## config.mk

```make
export PLATFORM = sky130hd
export DESIGN_NAME = sent_tx_msg_sched_flat
export DESIGN_NICKNAME = d
export VERILOG_FILES = /design/src/rtl/sent_pkg.sv /design/src/rtl/sent_tx_msg_sched_if.sv /design/src/rtl/sent_rr_arbiter.sv /design/src/rtl/sent_tx_msg_sched.sv /design/src/flat_wrapper.sv
export SDC_FILE = /design/constraint.sdc
export NUM_CORES = 1
export LEC_CHECK = 0
export ABC_CLOCK_PERIOD_IN_PS = 2100
export CAP_MARGIN = 20
export CORE_MARGIN = 8
export CORE_UTILIZATION = 35
export CTS_CLUSTER_SIZE = 12
export DETAILED_ROUTE_END_ITERATION = 7
export PLACE_DENSITY_LB_ADDON = 0.15
export SYNTH_ARGS = -nofsm -noshare
export SYNTH_HDL_FRONTEND = slang
export SYNTH_SLANG_ARGS = --single-unit
```

## constraint.sdc

```tcl
create_clock -name clk_tx -period 2.1 [get_ports clk_tx]
set_input_delay 0.63 -clock clk_tx [delete_from_list [all_inputs] [get_ports clk_tx]]
set_output_delay 0.63 -clock clk_tx [all_outputs]
set_load 0.02 [all_outputs]
```

## src/rtl/sent_pkg.sv

```systemverilog
// Shared types and constants for the SENT slow-channel message scheduler.
// Frame counts are per serial message; the counter is wide enough for both.
package sent_pkg;

  typedef enum logic [2:0] {
    IDLE,
    ARB,
    LOAD,
    SEND,
    DONE
  } state_t;

  localparam int FRAMES_SHORT = 16;
  localparam int FRAMES_ENH   = 18;
  localparam int CNT_W        = 5;

endpackage

```

## src/rtl/sent_tx_msg_sched_if.sv

```systemverilog
// Requester-side bundle: per-slot pending flag, ID, data field and ack.
// The scheduler is the slave; requesters (or the bench) drive the master side.
interface sent_tx_msg_sched_if #(
  parameter int NUM_SLOTS = 4
);

  logic [NUM_SLOTS-1:0]    slot_valid_i;
  logic [NUM_SLOTS*8-1:0]  slot_id_i;
  logic [NUM_SLOTS*16-1:0] slot_data_i;
  logic [NUM_SLOTS-1:0]    slot_ack_o;

  modport master (
    output slot_valid_i,
    output slot_id_i,
    output slot_data_i,
    input  slot_ack_o
  );

  modport slave (
    input  slot_valid_i,
    input  slot_id_i,
    input  slot_data_i,
    output slot_ack_o
  );

endinterface

```

## src/rtl/sent_rr_arbiter.sv

```systemverilog
// Combinational round-robin arbiter: search starts one past the last grant.
// Produces a one-hot grant, its encoded index and an any-request flag.
module sent_rr_arbiter #(
  parameter int N = 4
) (
  input  logic [N-1:0] req,
  input  logic [2:0]   last,
  output logic [N-1:0] gnt,
  output logic [2:0]   gnt_idx,
  output logic         any
);

  always_comb begin
    gnt     = '0;
    gnt_idx = '0;
    any     = 1'b0;
    for (int o = 1; o <= N; o++) begin
      for (int k = 0; k < N; k++) begin
        if (!any && req[k] &&
            k == (int'(last) + o) % N) begin
          any     = 1'b1;
          gnt[k]  = 1'b1;
          gnt_idx = 3'(k);
        end
      end
    end
  end

endmodule

```

## src/rtl/sent_tx_msg_sched.sv

```systemverilog
// Slow-channel message scheduler: grants one slot at a time and holds its
// ID/data stable for a whole serial message, counted in transmitter frames.
module sent_tx_msg_sched #(
  parameter int NUM_SLOTS    = 4,
  parameter int FRAMES_SHORT = sent_pkg::FRAMES_SHORT,
  parameter int FRAMES_ENH   = sent_pkg::FRAMES_ENH
) (
  input  logic                 clk_tx,
  input  logic                 reset_n_tx,
  input  logic                 run_i,
  input  logic                 channel_format_i,
  sent_tx_msg_sched_if.slave   slots,
  input  logic                 frame_tick_i,
  output logic                 enable_o,
  output logic [7:0]           id_o,
  output logic [15:0]          data_bit_field_o,
  output logic                 format_o,
  output logic                 busy_o,
  output logic [2:0]           cur_slot_o
);

  import sent_pkg::*;

  state_t state;
  state_t state_nxt;

  logic [CNT_W-1:0]     cnt;
  logic [CNT_W-1:0]     cnt_inc;
  logic [CNT_W-1:0]     n_frames;
  logic                 last_tick;
  logic [2:0]           last_grant;
  logic [NUM_SLOTS-1:0] cur_oh;

  logic [NUM_SLOTS-1:0] gnt;
  logic [2:0]           gnt_idx;
  logic                 any_req;
  logic                 go;

  logic [7:0]           sel_id;
  logic [15:0]          sel_data;

  sent_rr_arbiter #(
    .N (NUM_SLOTS)
  ) u_arb (
    .req     (slots.slot_valid_i),
    .last    (last_grant),
    .gnt     (gnt),
    .gnt_idx (gnt_idx),
    .any     (any_req)
  );

  assign go        = run_i && any_req;
  assign n_frames  = format_o ? CNT_W'(FRAMES_ENH)
                              : CNT_W'(FRAMES_SHORT);
  assign cnt_inc   = cnt + 1'b1;
  assign last_tick = frame_tick_i && (cnt_inc == n_frames);

  // Granted slot's fields, selected by the registered one-hot grant.
  always_comb begin
    sel_id   = '0;
    sel_data = '0;
    for (int k = 0; k < NUM_SLOTS; k++) begin
      if (cur_oh[k]) begin
        sel_id   = slots.slot_id_i[k*8 +: 8];
        sel_data = slots.slot_data_i[k*16 +: 16];
      end
    end
  end

  always_ff @(posedge clk_tx or negedge reset_n_tx) begin
    if (!reset_n_tx) state <= IDLE;
    else             state <= state_nxt;
  end

  always_comb begin
    state_nxt = state;
    unique case (state)
      IDLE: if (go) state_nxt = ARB;
      ARB:  state_nxt = any_req ? LOAD : IDLE;
      LOAD: state_nxt = SEND;
      SEND: if (last_tick) state_nxt = DONE;
      DONE: state_nxt = go ? ARB : IDLE;
      default: state_nxt = IDLE;
    endcase
  end

  always_comb begin
    busy_o           = (state != IDLE);
    slots.slot_ack_o = '0;
    if (state == DONE) slots.slot_ack_o = cur_oh;
  end

  // enable_o stays high across DONE->ARB->LOAD so back-to-back messages
  // never restart the transmitter; it only drops on the way to IDLE.
  always_ff @(posedge clk_tx or negedge reset_n_tx) begin
    if (!reset_n_tx) begin
      cur_slot_o       <= '0;
      cur_oh           <= '0;
      last_grant       <= 3'(NUM_SLOTS - 1);
      cnt              <= '0;
      enable_o         <= 1'b0;
      id_o             <= '0;
      data_bit_field_o <= '0;
      format_o         <= 1'b0;
    end else begin
      unique case (state)
        IDLE: enable_o <= 1'b0;
        ARB: begin
          if (any_req) begin
            cur_slot_o <= gnt_idx;
            cur_oh     <= gnt;
            last_grant <= gnt_idx;
          end else begin
            enable_o   <= 1'b0;
          end
        end
        LOAD: begin
          id_o             <= sel_id;
          data_bit_field_o <= sel_data;
          format_o         <= channel_format_i;
          enable_o         <= 1'b1;
          cnt              <= '0;
        end
        SEND: if (frame_tick_i) cnt <= cnt_inc;
        DONE: if (!go) enable_o <= 1'b0;
        default: enable_o <= 1'b0;
      endcase
    end
  end

endmodule

```

## src/flat_wrapper.sv

```systemverilog
// flat-port wrapper written by rule: the top's interface ports become plain ports
module sent_tx_msg_sched_flat import sent_pkg::*;
#(
  parameter int NUM_SLOTS    = 4,
  parameter int FRAMES_SHORT = sent_pkg::FRAMES_SHORT,
  parameter int FRAMES_ENH   = sent_pkg::FRAMES_ENH
)
  (clk_tx, reset_n_tx, run_i, channel_format_i, frame_tick_i, enable_o, id_o, data_bit_field_o, format_o, busy_o, cur_slot_o, slots_slot_valid_i, slots_slot_id_i, slots_slot_data_i, slots_slot_ack_o);
  sent_tx_msg_sched_if #(.NUM_SLOTS(NUM_SLOTS)) slots_i ();
  input  logic clk_tx;
  input  logic reset_n_tx;
  input  logic run_i;
  input  logic channel_format_i;
  input  logic frame_tick_i;
  output logic enable_o;
  output logic [7:0] id_o;
  output logic [15:0] data_bit_field_o;
  output logic format_o;
  output logic busy_o;
  output logic [2:0] cur_slot_o;
  input wire logic [$bits(slots_i.slot_valid_i)-1:0] slots_slot_valid_i;
  input wire logic [$bits(slots_i.slot_id_i)-1:0] slots_slot_id_i;
  input wire logic [$bits(slots_i.slot_data_i)-1:0] slots_slot_data_i;
  output wire logic [$bits(slots_i.slot_ack_o)-1:0] slots_slot_ack_o;
  assign slots_i.slot_valid_i = slots_slot_valid_i;
  assign slots_i.slot_id_i = slots_slot_id_i;
  assign slots_i.slot_data_i = slots_slot_data_i;
  assign slots_slot_ack_o = slots_i.slot_ack_o;
  sent_tx_msg_sched #(.NUM_SLOTS(NUM_SLOTS), .FRAMES_SHORT(FRAMES_SHORT), .FRAMES_ENH(FRAMES_ENH)) u_core (.clk_tx(clk_tx), .reset_n_tx(reset_n_tx), .run_i(run_i), .channel_format_i(channel_format_i), .slots(slots_i), .frame_tick_i(frame_tick_i), .enable_o(enable_o), .id_o(id_o), .data_bit_field_o(data_bit_field_o), .format_o(format_o), .busy_o(busy_o), .cur_slot_o(cur_slot_o));
endmodule
```

# Word level (Yosys, flattened, before mapping)
# Cells that the tools add are included.
totals:
  inputBits: 105
  out_inout_bits: 34
  register_bits: 43
op_classes:
  n_reduce_logical: 63
  eq_ne: 22
  n_addsub: 5
  mux: 66
  bitwise: 5
ops:
  columns: ["cell", "n"]
  rows:
  - ["32-bit zero test", 4]
  - ["16-bit two-way mux", 4]
  - ["3-bit two-way mux", 16]
  - ["1-bit two-way mux", 35]
  - ["1-bit logical AND", 33]
  - ["8-bit two-way mux", 4]
  - ["3-bit == test, first input constant", 8]
  - ["1-bit zero test", 15]
  - ["3-bit case mux with 5 select lines", 1]
  - ["2-bit by 3-bit == test with 1-bit output, first input constant", 4]
  - ["5-bit case mux with 2 select lines", 1]
  - ["2-bit OR reduction", 4]
  - ["3-bit by 2-bit == test with 1-bit output, second input constant", 2]
  - ["2-bit inequality test, second input constant", 3]
  - ["2-bit AND reduction", 3]
  - ["5-bit by 1-bit adder with 5-bit output, second input constant", 1]
  - ["5-bit == test", 1]
  - ["5-bit two-way mux", 1]
  - ["2-bit by 1-bit adder with 2-bit output, second input constant", 2]
  - ["2-bit adder, second input constant", 2]
  - ["1-bit AND, first input constant", 4]
  - ["2-bit two-way mux", 2]
  - ["4-bit two-way mux", 1]
  - ["2-bit by 1-bit inequality test with 1-bit output, second input constant", 2]
  - ["8 further kinds", 8]

# Logic depth before layout (Yosys ltp)
depth:
  ltp_word: 69
  mapped_depth: 7
  ltp_nobuf: 5

# By module
# A second synthesis with hierarchy kept.
unflattened:
  cells_unflattened: 346
  hier_area_um2: 2916.5
modules_own_cells:
  columns: ["module", "seq_area_each_um2", "cells_each", "n_inst", "area_per_inst_um2"]
  rows:
  - ["sent_tx_msg_sched", 1078.5, 320, 1, 2753.9]
  - ["sent_rr_arbiter", 0.0, 26, 1, 162.7]

# Least setup slack after synthesis
# No wires, ideal clock.
synth_path:
  kind: "input to register"
  start: "input port slots_slot_valid_i[3]"
  end: "register u_core.cur_slot_o[0]"
  t_arrival_ns: 1.549
  setup_time_ns: 0.146
  path_slack_ns: 0.405
  path_buffers: 2
  required_time_ns: 1.954
  path_stages: 6
  path_cell_list: "buf_2 > o41ai_2 > or3_1 > buf_4 > a21oi_4 > a21oi_1"
synth_via:
  elab_chain_len: 52
synth_rtl:
  columns: ["item", "line", "text"]
  rows:
  - ["start, declared", "flat_wrapper.sv:21", "input wire logic [$bits(slots_i.slot_valid_i)-1:0] slots_slot_valid_i;"]
  - ["1-bit logical AND (2 in series)", "sent_rr_arbiter.sv:19", "if (!any && req[k] &&"]
  - ["1-bit two-way mux", "sent_rr_arbiter.sv:19", null]
  - ["1-bit zero test", "sent_rr_arbiter.sv:19", null]
  - ["1-bit logical AND (2 in series)", "sent_rr_arbiter.sv:19", null]
  - ["1-bit two-way mux", "sent_rr_arbiter.sv:19", null]
  - ["1-bit zero test", "sent_rr_arbiter.sv:19", null]
  - ["1-bit logical AND (2 in series)", "sent_rr_arbiter.sv:19", null]
  - ["1-bit two-way mux", "sent_rr_arbiter.sv:19", null]
  - ["[31 not listed]", null, null]
  - ["1-bit two-way mux", "sent_rr_arbiter.sv:19", null]
  - ["1-bit zero test", "sent_rr_arbiter.sv:19", null]
  - ["1-bit logical AND (2 in series)", "sent_rr_arbiter.sv:19", null]
  - ["1-bit two-way mux", "sent_rr_arbiter.sv:19", null]
  - ["1-bit zero test", "sent_rr_arbiter.sv:19", null]
  - ["1-bit logical AND (2 in series)", "sent_rr_arbiter.sv:19", null]
  - ["1-bit two-way mux", "sent_rr_arbiter.sv:19", null]
  - ["2-bit AND reduction (no line)", null, null]
  - ["end signal, assigned", "sent_tx_msg_sched.sv:110", "cur_slot_o <= gnt_idx;"]
  - ["end, declared", "sent_tx_msg_sched.sv:19", "output logic [2:0] cur_slot_o"]
# Several ways; a longest one is shown, not always the timed one.
# A chain may end at the register's enable or synchronous reset.

# Final worst setup path
layout_path:
  start: "register u_core.state[1]"
  end: "output port busy_o"
layout_via:
  elab_chain_len: 1
layout_rtl:
  columns: ["item", "line", "text"]
  rows:
  - ["start, declared", "sent_tx_msg_sched.sv:24", "state_t state;"]
  - ["start signal, assigned", "sent_tx_msg_sched.sv:72", "else state <= state_nxt;"]
  - ["3-bit nonzero test", "sent_tx_msg_sched.sv:88", "busy_o = (state != IDLE);"]
  - ["end, declared", "flat_wrapper.sv:19", "output logic busy_o;"]
# No other way between the ends.

==> results.py <==
metrics = {
    "outcome": {
        "status": "finished clean",
    },
    "global_routing": {
        "grt_overflow": 0,
        "grt_pass1_vias": 2975,
        "grt_usage": 0.167,
        "antenna_found_initial": 0,
        "grt_max_degree": 50,
        "grt_pass1_wl_um": 14900,
    },
    "flow_run": {
        "drv_cap": 0,
    },
    "logic_synthesis": {
        "synth.distinct_cells": 54,
        "synthSimpleGateAreaFrac": 0.167,
        "synthMuxAreaShare": 0.00411,
        "syn_inst": 303,
        "seq_area_frac_synth": 0.384,
        "synth_area_leaders": "dfrtp_1 (37%), a211o_1 (7.7%), a221oi_2 (6.6%)",
        "yosys.area.top_type": "dfrtp_1",
        "synth_fa_ha_area_frac": 0.00457,
        "synth_top_family_by_area": "compound AO/OA/AOI/OAI gates",
        "ys_warn_count": 0,
        "postSynthNetCount": 409,
        "syn_area_um2": 2740,
        "ys_seq_elements": 42,
        "postSynthAreaPerCell_um2": 9.04,
        "synth_top_area_share": 0.365,
        "synth_compound_area_frac": 0.327,
        "synth_xor_area_frac": 0.00639,
    },
    "clocking": {
        "clk_latency_ns": 0.29,
        "cts_resized": 6,
        "cts.htree.levels": 2,
        "cts_made_buffers": 5,
        "numClockSinks": 42,
        "postCtsSetupBuffers": 0,
        "clk_pin_slew_ns": 0.08,
        "cts_root_buf": "clkbuf_8",
        "hold_buffers": 0,
        "cts_max_path_buffers": 2,
        "cts_tree": "yes",
    },
    "worst_setup_path": {
        "r2r_end": "u_core.state[1]",
        "end_kind": "output pin",
        "required_ns": 1.47,
        "r2r_cells": 5,
        "arrival_ns": 1.39,
        "r2r_start": "u_core.cnt[0]",
        "start_kind": "register",
        "path_max_fanout": 4,
        "reg2reg_slack_ns": 0.39,
        "crit_type": "reg -> out",
    },
    "timing": {
        "fin_ws_ns": 0.0770,
        "report.final.hold_viol_count": 0,
        "period_minus_slack_ns": 2.02,
        "worst_slew_margin_rel": 0.600,
        "finalCritPeriodShare": 0.963,
        "fmax_mhz": 494,
        "rsz0062_at_grt": "false",
        "finalMaxSlewViolations": 0,
        "setup_viol": 0,
        "worstMarginPinSlew_ns": 0.600,
        "finalClockSkew_ns": 0.00346,
    },
    "cells_and_area": {
        "multiInputGateArea_um2": 1410,
        "finish.instance_area_um2": 4310,
        "n_antenna_cell": 0,
        "fin_nets": 543,
        "layout-drive-gt1-share": 0.142,
        "syn2layout_area_growth_pct": 57.4,
        "ff_latch_area_um2": 1060,
        "fillers": 710,
    },
    "floorplan": {
        "die_h_um": 104,
        "coreArea_um2": 7650,
        "die_w_um": 104,
        "die-area_um2": 10900,
        "rows": 32,
        "ios": 139,
        "start_util": 0.358,
    },
    "power_and_ir_drop": {
        "p_leak_nw": 1.75,
        "powerDensity_nw_per_um2": 1210,
        "finalPower_mw": 5.21,
        "vdd_ir_drop_max_mv": 0.639,
    },
    "routing": {
        "via_per_inst": 5.12,
        "drcViolationCount": 0,
        "routedWlPerCell_um": 16.6,
        "ant_nets": 0,
        "wl_um": 8990,
        "first_iter_violations": 68,
        "num_vias": 2766,
        "dr.pass1.iters": 4,
    },
    "placement": {
        "dpl_cell_area_um2": 4220,
        "port_buffers": 137,
        "gp_congestion": 0.783,
        "dp_hpwl_um": 6850,
        "place_ws_ns": -0.0878,
    },
    "hold_path": {
        "hold_class": "in -> async",
    },
}
==> state kept, by name, indices dropped and copies added, names as in the netlist <==
name / cells
u_core.cur_oh: 4
u_core.id_o: 8
u_core.cur_slot_o: 2
u_core.enable_o: 1
u_core.format_o: 1
u_core.data_bit_field_o: 16
u_core.last_grant: 2
u_core.state: 3
u_core.cnt: 5
==> logic make-up (layout without fill, tap and decap cells) <==
logic type,after synthesis,count (layout)
xor gates and xnor gates,2,2
buffers and inverters,56,191
adders and majority gates,1,1
AOI/OAI and AO/OA,105,105
muxes,1,1
DFF,42,42
and+or+nand+nor,95,95
other,1,1
==> Yosys cell counts, drive strengths merged <==
cell and instances:
o211ai 1, or2b 2, conb 1, inv 26, a31oi 24, buf 16
nand2b 4, dfrtp 40, and3 4, o311ai 1, mux2 1, a221o 1
nand3 4, a2111oi 1, a211oi 2, dfstp 2, o221ai 1, nand2 34
nand3b 1, o21ai 9, nor3b 1, xnor2 2, or2 1, a22o 3
a221oi 25, ha 1, a211o 24, and2b 1, nor3 2, nor2 31
nor2b 3, o41ai 1, nand4 1, or3 2, nor4 3, or3b 1
clkbuf 14, a21oi 8, a22oi 2, a21o 2
==> where the power goes <==
group          leakage [nW]  internal [mW]  total, mW  switching, mW
logic                  1.22           1.50       3.10           1.59
clock network        0.0585          0.388      0.666          0.278
registers             0.471           1.20       1.44          0.250
total                  1.75           3.09       5.21           2.12
==> layer usage <==
metal | vias to the layer above | part of all wire | track usage
li1 | 1370 | - | -
met1 | 1308 | 0.42 | 0.189
met2 | 82 | 0.51 | 0.299
met3 | 6 | 0.060 | 0.0458
met4 | 0 | 0.0091 | 0.0403
met5 | - | 0 | 0
==> cell usage in the layout, fill, tap and decap left out, drive strengths merged, types with 2 or more instances in the layout <==
cell type | netlist | layout
inv | 26 | 26
xnor2 | 2 | 2
buf | 16 | 21
or3 | 2 | 2
or2b | 2 | 2
nand2b | 4 | 4
a31oi | 24 | 24
nor4 | 3 | 3
nor2b | 3 | 3
a211o | 24 | 24
a21oi | 8 | 8
clkbuf | 14 | 11
a21o | 2 | 2
dfrtp | 40 | 40
a22o | 3 | 3
a22oi | 2 | 2
clkdlybuf4s50 | 0 | 131
nor3 | 2 | 2
nor2 | 31 | 31
nand3 | 4 | 4
a221oi | 25 | 25
nand2 | 34 | 34
and3 | 4 | 4
dfstp | 2 | 2
a211oi | 2 | 2
o21ai | 9 | 9
==> worst max-delay path by stage <==
stage                          start  slack (ns)                    to  cells after the start
2_1_floorplan  slots_slot_valid_i[3]        0.41  u_core.cur_slot_o[0]                      6
3_3_place_gp   slots_slot_valid_i[1]       -0.03  u_core.cur_slot_o[1]                      5
3_5_place_dp   slots_slot_valid_i[0]       -0.09  u_core.last_grant[0]                      5
4_1_cts              u_core.state[1]        0.02   slots_slot_ack_o[2]                      3
5_1_grt              u_core.state[1]        0.01                busy_o                      2
6_report             u_core.state[1]        0.08                busy_o                      2
==> critical path, cell delays in order, from the launching register on <==
cell and delay (ns):
dfrtp_1 0.43, or3_1 0.38, clkdlybuf4s15_1 0.30
==> final cells by class <==
class / instances / area share
multi-input cells: 205 / 0.326
repair buffers: 157 / 0.350
flip-flops and latches: 42 / 0.245
inverters: 26 / 0.0226
clock buffers: 7 / 0.0200
clock inverters: 1 / 0.00696
well taps: 102 / 0.0296
==> metrics by stage <==
step | setup TNS (ns) | std cells | util | hold WS [ns]
2_1_floorplan | 0 | 303 | - | 0.334
3_3_place_gp | -0.0812 | 532 | 0.551 | 0.518
3_5_place_dp | -0.360 | 532 | 0.551 | 0.529
4_1_cts | 0 | 540 | 0.566 | 0.346
5_1_grt | 0 | 540 | 0.564 | 0.373
6_report | 0 | 540 | 0.564 | 0.334
Power figures use the tool's default switching activity.
